$ cat src/rtl/conv_pkg.sv
// ---------------------------------------------------------------------------
// conv_pkg
// Shared constants and types for the conv2 frame sequencer.
//   - default feature-map geometry, kernel size, address width and timeout
//   - FSM state encoding
//   - expected_outputs(): number of valid conv outputs for a W x H map
// ---------------------------------------------------------------------------
package conv_pkg;

  localparam int IMG_W_DEF   = 12;
  localparam int IMG_H_DEF   = 12;
  localparam int KSIZE_DEF   = 5;
  localparam int ADDR_W_DEF  = 8;
  localparam int TIMEOUT_DEF = 255;

  localparam int DATA_W    = 8;
  localparam int OUT_CNT_W = 7;

  typedef enum logic [1:0] {
    ST_IDLE  = 2'd0,
    ST_FEED  = 2'd1,
    ST_DRAIN = 2'd2,
    ST_DONE  = 2'd3
  } state_t;

  // A valid (no padding) KxK convolution yields (W-K+1)*(H-K+1) outputs.
  function automatic int expected_outputs(input int w, input int h, input int k);
    return (w - k + 1) * (h - k + 1);
  endfunction

endpackage

$ cat src/rtl/raster_addr_gen.sv
// ---------------------------------------------------------------------------
// raster_addr_gen
// Raster-order row/column counter with a running linear address.
// The address is incremented alongside col/row, so no row*IMG_W multiply
// is needed; everything wraps to 0 after the last pixel.
// Ports:
//   clk, rst    system clock, synchronous active-high reset
//   i_clr       return to pixel (0,0)
//   i_en        advance one pixel (address issued this cycle is o_addr)
//   o_addr      current linear address = row*IMG_W + col
//   o_last      current pixel is (IMG_H-1, IMG_W-1)
// ---------------------------------------------------------------------------
module raster_addr_gen #(
  parameter int IMG_W  = 12,
  parameter int IMG_H  = 12,
  parameter int ADDR_W = 8
) (
  input  logic              clk,
  input  logic              rst,
  input  logic              i_clr,
  input  logic              i_en,
  output logic [ADDR_W-1:0] o_addr,
  output logic              o_last
);

  localparam int COL_W = $clog2(IMG_W);
  localparam int ROW_W = $clog2(IMG_H);

  logic [COL_W-1:0]  r_col;
  logic [ROW_W-1:0]  r_row;
  logic [ADDR_W-1:0] r_addr;
  logic              w_col_wrap;

  assign w_col_wrap = (r_col == COL_W'(IMG_W - 1));
  assign o_last     = w_col_wrap && (r_row == ROW_W'(IMG_H - 1));
  assign o_addr     = r_addr;

  // NOTE: registers are written with non-blocking (<=) so every flop
  // samples pre-edge values regardless of statement order.
  always_ff @(posedge clk) begin
    if (rst || i_clr) begin
      r_col  <= '0;
      r_row  <= '0;
      r_addr <= '0;
    end else if (i_en) begin
      if (o_last) begin
        r_col  <= '0;
        r_row  <= '0;
        r_addr <= '0;
      end else begin
        r_addr <= r_addr + ADDR_W'(1);
        if (w_col_wrap) begin
          r_col <= '0;
          r_row <= r_row + ROW_W'(1);
        end else begin
          r_col <= r_col + COL_W'(1);
        end
      end
    end
  end

endmodule

$ cat src/rtl/conv2_stream_ctrl.sv
// ---------------------------------------------------------------------------
// conv2_stream_ctrl
// Frame sequencer for conv2: on start, reads one IMG_W x IMG_H 3-channel
// pooled map from the pool1 buffer in raster order, streams it into conv2,
// counts conv2 outputs and flags completion, timeout or spurious outputs.
// Ports:
//   clk, rst                 system clock, synchronous active-high reset
//   start                    one-cycle frame request (honoured only in IDLE)
//   hold                     back-pressure: suppresses new buffer reads
//   buf_rd_en / buf_rd_addr  buffer read strobe and raster address
//   buf_q1..3                buffer data, valid one cycle after buf_rd_en
//   cv_in_valid, cv_in_1..3  pixel stream into conv2
//   cv_out_valid             conv2 output strobe
//   busy                     high in FEED or DRAIN
//   done                     one-cycle frame-complete pulse
//   err                      sticky error (timeout / spurious / overrun)
//   out_cnt                  conv2 outputs counted this frame (saturating)
// ---------------------------------------------------------------------------
module conv2_stream_ctrl
  import conv_pkg::*;
#(
  parameter int IMG_W   = IMG_W_DEF,
  parameter int IMG_H   = IMG_H_DEF,
  parameter int KSIZE   = KSIZE_DEF,
  parameter int ADDR_W  = ADDR_W_DEF,
  parameter int TIMEOUT = TIMEOUT_DEF
) (
  input  logic                 clk,
  input  logic                 rst,
  input  logic                 start,
  input  logic                 hold,
  output logic                 buf_rd_en,
  output logic [ADDR_W-1:0]    buf_rd_addr,
  input  logic [DATA_W-1:0]    buf_q1,
  input  logic [DATA_W-1:0]    buf_q2,
  input  logic [DATA_W-1:0]    buf_q3,
  output logic                 cv_in_valid,
  output logic [DATA_W-1:0]    cv_in_1,
  output logic [DATA_W-1:0]    cv_in_2,
  output logic [DATA_W-1:0]    cv_in_3,
  input  logic                 cv_out_valid,
  output logic                 busy,
  output logic                 done,
  output logic                 err,
  output logic [OUT_CNT_W-1:0] out_cnt
);

  localparam int EXP_CNT = expected_outputs(IMG_W, IMG_H, KSIZE);
  localparam int TMR_W   = $clog2(TIMEOUT + 1);

  state_t               r_state;
  logic                 r_done;
  logic                 r_err;
  logic [OUT_CNT_W-1:0] r_out_cnt;
  logic [TMR_W-1:0]     r_timer;
  logic                 r_cv_valid;
  logic [DATA_W-1:0]    r_hold_1;
  logic [DATA_W-1:0]    r_hold_2;
  logic [DATA_W-1:0]    r_hold_3;

  logic                 w_start_ok;
  logic                 w_issue;
  logic                 w_last;
  logic [ADDR_W-1:0]    w_addr;
  logic [OUT_CNT_W-1:0] w_cnt_next;
  logic                 w_reached;
  logic                 w_overrun;

  assign w_start_ok = (r_state == ST_IDLE) && start;
  assign w_issue    = (r_state == ST_FEED) && !hold;

  // Saturating increment; the compare values include this cycle's pulse.
  assign w_cnt_next = (r_out_cnt == '1) ? r_out_cnt : r_out_cnt + OUT_CNT_W'(1);
  assign w_reached  = int'(w_cnt_next) >= EXP_CNT;
  assign w_overrun  = int'(w_cnt_next) > EXP_CNT;

  raster_addr_gen #(
    .IMG_W  (IMG_W),
    .IMG_H  (IMG_H),
    .ADDR_W (ADDR_W)
  ) u_addr_gen (
    .clk    (clk),
    .rst    (rst),
    .i_clr  (w_start_ok),
    .i_en   (w_issue),
    .o_addr (w_addr),
    .o_last (w_last)
  );

  // Control FSM with registered done/err/out_cnt.
  always_ff @(posedge clk) begin
    if (rst) begin
      r_state   <= ST_IDLE;
      r_done    <= 1'b0;
      r_err     <= 1'b0;
      r_out_cnt <= '0;
      r_timer   <= '0;
    end else begin
      r_done <= 1'b0;
      case (r_state)
        ST_IDLE: begin
          if (start) begin
            r_state   <= ST_FEED;
            r_out_cnt <= '0;
            r_err     <= 1'b0;
          end else if (cv_out_valid) begin
            r_err <= 1'b1;
          end
        end

        ST_FEED: begin
          r_timer <= '0;
          if (cv_out_valid) begin
            r_out_cnt <= w_cnt_next;
            if (w_overrun) r_err <= 1'b1;
          end
          if (w_issue && w_last) r_state <= ST_DRAIN;
        end

        ST_DRAIN: begin
          if (cv_out_valid) begin
            r_out_cnt <= w_cnt_next;
            r_timer   <= '0;
            if (w_reached) begin
              r_state <= ST_DONE;
              r_done  <= 1'b1;
            end
          end else if (r_timer == TMR_W'(TIMEOUT - 1)) begin
            // This is the TIMEOUT-th consecutive idle cycle.
            r_err   <= 1'b1;
            r_timer <= '0;
            r_state <= ST_IDLE;
          end else begin
            r_timer <= r_timer + TMR_W'(1);
          end
        end

        ST_DONE: begin
          r_state <= ST_IDLE;
          if (cv_out_valid) r_err <= 1'b1;
        end

        default: r_state <= ST_IDLE;
      endcase
    end
  end

  // Pixel stream. The buffer is a synchronous RAM, so its data arrives in
  // the same cycle as the delayed read strobe: pass it straight through while
  // valid and keep the last valid pixel on the bus otherwise.
  always_ff @(posedge clk) begin
    if (rst) begin
      r_cv_valid <= 1'b0;
      r_hold_1   <= '0;
      r_hold_2   <= '0;
      r_hold_3   <= '0;
    end else begin
      r_cv_valid <= w_issue;
      if (r_cv_valid) begin
        r_hold_1 <= buf_q1;
        r_hold_2 <= buf_q2;
        r_hold_3 <= buf_q3;
      end
    end
  end

  assign buf_rd_en   = w_issue;
  assign buf_rd_addr = w_addr;
  assign cv_in_valid = r_cv_valid;
  assign cv_in_1     = r_cv_valid ? buf_q1 : r_hold_1;
  assign cv_in_2     = r_cv_valid ? buf_q2 : r_hold_2;
  assign cv_in_3     = r_cv_valid ? buf_q3 : r_hold_3;
  assign busy        = (r_state == ST_FEED) || (r_state == ST_DRAIN);
  assign done        = r_done;
  assign err         = r_err;
  assign out_cnt     = r_out_cnt;

endmodule
$ cat config.mk
export PLATFORM = sky130hd
export DESIGN_NAME = conv2_stream_ctrl
export DESIGN_NICKNAME = d
export VERILOG_FILES = /design/src/rtl/conv_pkg.sv /design/src/rtl/raster_addr_gen.sv /design/src/rtl/conv2_stream_ctrl.sv
export SDC_FILE = /design/constraint.sdc
export NUM_CORES = 1
export LEC_CHECK = 0
export BUFFER_PORTS_ARGS = -buffer_cell sky130_fd_sc_hd__buf_2
export CORE_MARGIN = 10
export CORE_UTILIZATION = 30
export DETAILED_ROUTE_END_ITERATION = 12
export HOLD_SLACK_MARGIN = 0.06
export SYNTH_ARGS = -nofsm -noshare
export SYNTH_HDL_FRONTEND = slang
export SYNTH_SLANG_ARGS = --single-unit
$ cat constraint.sdc
create_clock -name clk -period 2.4 [get_ports clk]
set_input_delay 0.12 -clock clk [delete_from_list [all_inputs] [get_ports clk]]
set_output_delay 0.12 -clock clk [all_outputs]
set_load 0.03 [all_outputs]
==> impl_metrics.xml <==
<?xml version="1.0" encoding="UTF-8"?>
<metrics>
  <group name="outcome">
    <metric name="run_status" unit="">complete, no violations</metric>
  </group>
  <group name="drt">
    <metric name="drtIter0Drc" unit="">93</metric>
    <metric name="drt-wirelength-per-cell" unit="um">13.5</metric>
    <metric name="vias" unit="">2289</metric>
    <metric name="drc" unit="">0</metric>
    <metric name="total_wire_length" unit="mm">6.44</metric>
    <metric name="firstDrtPassIters" unit="">4</metric>
    <metric name="antenna_violating_nets_post_route" unit="">0</metric>
    <metric name="routed_via_density" unit="">4.81</metric>
  </group>
  <group name="floorplanning">
    <metric name="die_area" unit="um^2">13500</metric>
    <metric name="core_area" unit="um^2">8850</metric>
    <metric name="fp.dieW" unit="um">116</metric>
    <metric name="design.portCount" unit="">73</metric>
    <metric name="std_cell_rows" unit="">34</metric>
    <metric name="initial_utilization" unit="">0.313</metric>
    <metric name="die_y" unit="um">116</metric>
  </group>
  <group name="setup_path">
    <metric name="worst-path-max-fanout" unit="">11</metric>
    <metric name="critPathLaunchType" unit="">flop</metric>
    <metric name="crit_family" unit="">simple AND/OR/NAND/NOR gates</metric>
    <metric name="cp_common_cell" unit="">sky130_fd_sc_hd__nor2_1</metric>
    <metric name="cp_num_cells" unit="">7</metric>
    <metric name="critical_path_buf_inv_count" unit="">1</metric>
    <metric name="type_of_the_setup_path_with_the_least_slack" unit="">flop to flop</metric>
    <metric name="critPathMaxStageDelay" unit="ns">0.50</metric>
    <metric name="timing.critical_path.required" unit="ns">2.67</metric>
    <metric name="critPathCaptureType" unit="">flop</metric>
    <metric name="worstPathCellList" unit="">inv_1 &gt; ha_1 &gt; nand2_1 &gt; nor2_1 &gt; a41o_1 &gt; a22oi_1 &gt; nor2_1</metric>
    <metric name="cpMaxStageDelayCell" unit="">sky130_fd_sc_hd__ha_1</metric>
    <metric name="worst_r2r_path_depth" unit="">7</metric>
    <metric name="arrival" unit="ns">2.37</metric>
  </group>
  <group name="clock_tree">
    <metric name="numCtsBuffers" unit="">9</metric>
    <metric name="cts_hold_repair.buffers" unit="">0</metric>
    <metric name="cts.sink_count" unit="">60</metric>
    <metric name="worst_skew_pair.late_latency" unit="ns">0.33</metric>
    <metric name="tritoncts" unit="">done</metric>
    <metric name="cts_resized" unit="">0</metric>
    <metric name="clock-root-buffer" unit="">sky130_fd_sc_hd__clkbuf_8</metric>
    <metric name="cts_htree_levels" unit="">3</metric>
    <metric name="path_clk_slew" unit="ns">0.07</metric>
    <metric name="max-clock-path-buffers" unit="">2</metric>
    <metric name="post-cts-setup-buffers" unit="">0</metric>
  </group>
  <group name="sta">
    <metric name="fin_setup_tns" unit="ns">0</metric>
    <metric name="timing_max_transition_violations_final" unit="">0</metric>
    <metric name="hold_slack" unit="ns">0.133</metric>
    <metric name="achievable_frequency" unit="MHz">477</metric>
    <metric name="finalHoldViolations" unit="">0</metric>
    <metric name="setup_viol" unit="">0</metric>
    <metric name="fin_crit_sh" unit="">0.874</metric>
    <metric name="rsz0062_at_grt" unit="">no</metric>
    <metric name="fin_worst_skew" unit="ns">0.00733</metric>
    <metric name="min_period" unit="ns">2.10</metric>
    <metric name="slew_headroom" unit="">0.671</metric>
    <metric name="timing_worst_slew_pin_value" unit="ns">0.492</metric>
  </group>
  <group name="run">
    <metric name="max-cap-violations" unit="">0</metric>
  </group>
  <group name="grt">
    <metric name="grt_first_pass_wirelength" unit="mm">10.6</metric>
    <metric name="first_global_vias" unit="">2199</metric>
    <metric name="grt_antenna_before_repair" unit="">0</metric>
    <metric name="grt_util_all_layers" unit="">0.0967</metric>
    <metric name="pin_count_of_the_biggest_net_entering_global_routing" unit="">26</metric>
    <metric name="globalRoute.totalOverflow" unit="">0</metric>
  </group>
  <group name="layout">
    <metric name="final_design_area_no_fill" unit="um^2">3430</metric>
    <metric name="final_net_count" unit="">403</metric>
    <metric name="n_fill_cell" unit="">910</metric>
    <metric name="layout-drive-gt1-share" unit="">0.337</metric>
    <metric name="number_of_inserted_diodes" unit="">0</metric>
    <metric name="flow.area_growth_from_synthesis" unit="%">24.1</metric>
  </group>
  <group name="place">
    <metric name="hpwl" unit="mm">4.84</metric>
    <metric name="io_buffer_count" unit="">72</metric>
    <metric name="placed_cell_area" unit="um^2">3230</metric>
    <metric name="globalplace.congestion" unit="">0.783</metric>
  </group>
  <group name="power_and_ir_drop">
    <metric name="p_leak" unit="uW">0.00155</metric>
    <metric name="irDropWorstVdd" unit="mV">0.285</metric>
    <metric name="powerDensity" unit="nW/um^2">855</metric>
  </group>
  <group name="yosys">
    <metric name="postSynthCellCount" unit="">288</metric>
    <metric name="yosysWarnings" unit="">0</metric>
    <metric name="seq_area_frac_synth" unit="">0.434</metric>
    <metric name="synthArstFlopShare" unit="">0</metric>
    <metric name="synth.distinct_cells" unit="">47</metric>
    <metric name="syn_area" unit="um^2">2770</metric>
    <metric name="avgSynthCellArea" unit="um^2">9.61</metric>
    <metric name="synthTopCellsByArea" unit="">sky130_fd_sc_hd__dfxtp_1 43%, sky130_fd_sc_hd__mux2_2 9.8%, sky130_fd_sc_hd__and2_1 5.7%, sky130_fd_sc_hd__ha_1 5.0%, sky130_fd_sc_hd__nor2_1 4.1%</metric>
    <metric name="synth_flop_cell" unit="">sky130_fd_sc_hd__dfxtp_1</metric>
    <metric name="synthesis.nets" unit="">328</metric>
    <metric name="synth_top_cell_by_area" unit="">sky130_fd_sc_hd__dfxtp_1</metric>
    <metric name="netlist.area_leader.share" unit="">0.434</metric>
    <metric name="synth_edf_count" unit="">0</metric>
    <metric name="synth.ff_latch_count" unit="">60</metric>
  </group>
  <group name="min_path">
    <metric name="worstHoldPathType" unit="">input pin to flop</metric>
    <metric name="min_delay_path_depth" unit="">3</metric>
  </group>
</metrics>
-- through the flow --
| step | total power, uW | worst slack (ns) | util | cells |
|---|---|---|---|---|
| 3_5_place_dp | 2070 | 0.316 | 0.365 | 460 |
| 5_1_grt | 3120 | 0.0828 | 0.388 | 476 |
| 2_1_floorplan | 1830 | 0.346 | - | 288 |
| 4_1_cts | 2980 | 0.309 | 0.388 | 476 |
| 6_report | 2930 | 0.302 | 0.388 | 476 |
| 3_3_place_gp | 2040 | 0.457 | 0.365 | 460 |
-- synth_stat cells, drive strengths merged (5+ instances only) --
library cell,n
mux2,25
nor2,30
clkbuf,7
ha,11
dfxtp,60
inv,7
a21oi,14
nand3,11
and2,25
nand2b,5
nand2,20
nand4,8
xor2,12
nor3,7
-- cells in the final DEF, fill, tap and decap left out, types with 3 or more instances in the layout --
| cell type | n |
|---|---|
| sky130_fd_sc_hd__nand2b_1 | 5 |
| sky130_fd_sc_hd__xnor2_1 | 4 |
| sky130_fd_sc_hd__clkbuf_8 | 10 |
| sky130_fd_sc_hd__nand2_1 | 20 |
| sky130_fd_sc_hd__nand4_1 | 7 |
| sky130_fd_sc_hd__mux2_2 | 24 |
| sky130_fd_sc_hd__buf_4 | 3 |
| sky130_fd_sc_hd__and3_1 | 3 |
| sky130_fd_sc_hd__nor3_1 | 7 |
| sky130_fd_sc_hd__a31oi_1 | 4 |
| sky130_fd_sc_hd__xor2_1 | 12 |
| sky130_fd_sc_hd__dfxtp_1 | 60 |
| sky130_fd_sc_hd__buf_2 | 72 |
| sky130_fd_sc_hd__nand3_1 | 11 |
| sky130_fd_sc_hd__a21oi_1 | 14 |
| sky130_fd_sc_hd__ha_1 | 11 |
| sky130_fd_sc_hd__inv_1 | 6 |
| sky130_fd_sc_hd__and2_1 | 25 |
| sky130_fd_sc_hd__nor2_1 | 30 |
-- sequential cells by signal, indices dropped and copies added, names as in the netlist --
signal,count
err,1
r_timer,8
u_addr_gen.o_addr,8
r_hold_2,8
out_cnt,7
r_state,2
r_hold_1,8
u_addr_gen.r_row,4
done,1
r_hold_3,8
u_addr_gen.r_col,4
cv_in_valid,1
-- power breakdown --
group	switching [uW]	leakage [uW]	total (uW)	internal, uW
Clock	394	0.0000983	899	505
Combinational	586	0.000965	929	343
Sequential	45.6	0.000485	1110	1060
-- final timing paths --
check | endpoint | from | slack, ns
min | r_hold_3[7]$_SDFF_PP0_ | buf_q3[7] | 0.13
max reg2reg | out_cnt[1]$_SDFFE_PP0P_ | r_state[0]$_SDFFE_PP0P_ | 0.30
max | out_cnt[1]$_SDFFE_PP0P_ | r_state[0]$_SDFFE_PP0P_ | 0.30
min reg2reg | u_addr_gen.r_col[1]$_SDFFE_PP0P_ | u_addr_gen.r_col[1]$_SDFFE_PP0P_ | 0.48
-- layout make-up --
cell class	count	area, um^2	share of cell area
inverters	7	26.3	0.00766
well taps	108	135	0.0394
repair buffers	75	383	0.112
clock inverters	6	63.8	0.0186
clock buffers	10	138	0.0401
flip-flops and latches	60	1200	0.350
multi-input cells	210	1490	0.433
-- layer usage --
| layer | track usage | wire length, um | up-vias |
|---|---|---|---|
| met5 | 0 | 0 | - |
| met4 | 0.0417 | 64 | 0 |
| met3 | 0.0357 | 634 | 7 |
| met2 | 0.155 | 2820 | 84 |
| met1 | 0.114 | 2910 | 1042 |
| li1 | - | - | 1156 |
-- tightest hold or removal path, stage by stage --
cell and delay, ns:
sky130_fd_sc_hd__buf_2 0.07, sky130_fd_sc_hd__mux2_2 0.13, sky130_fd_sc_hd__and2_1 0.11
-- logic make-up after synthesis --
| family | synth area share |
|---|---|
| flip-flops | 0.434 |
| adder cells (fa/ha/maj) | 0.0498 |
| AND/OR/NAND/NOR | 0.227 |
| AO/OA/AOI/OAI | 0.0986 |
| XOR/XNOR | 0.0507 |
| buffers and inverters | 0.0289 |
| multiplexers | 0.110 |
Power figures use the tool's default switching activity.
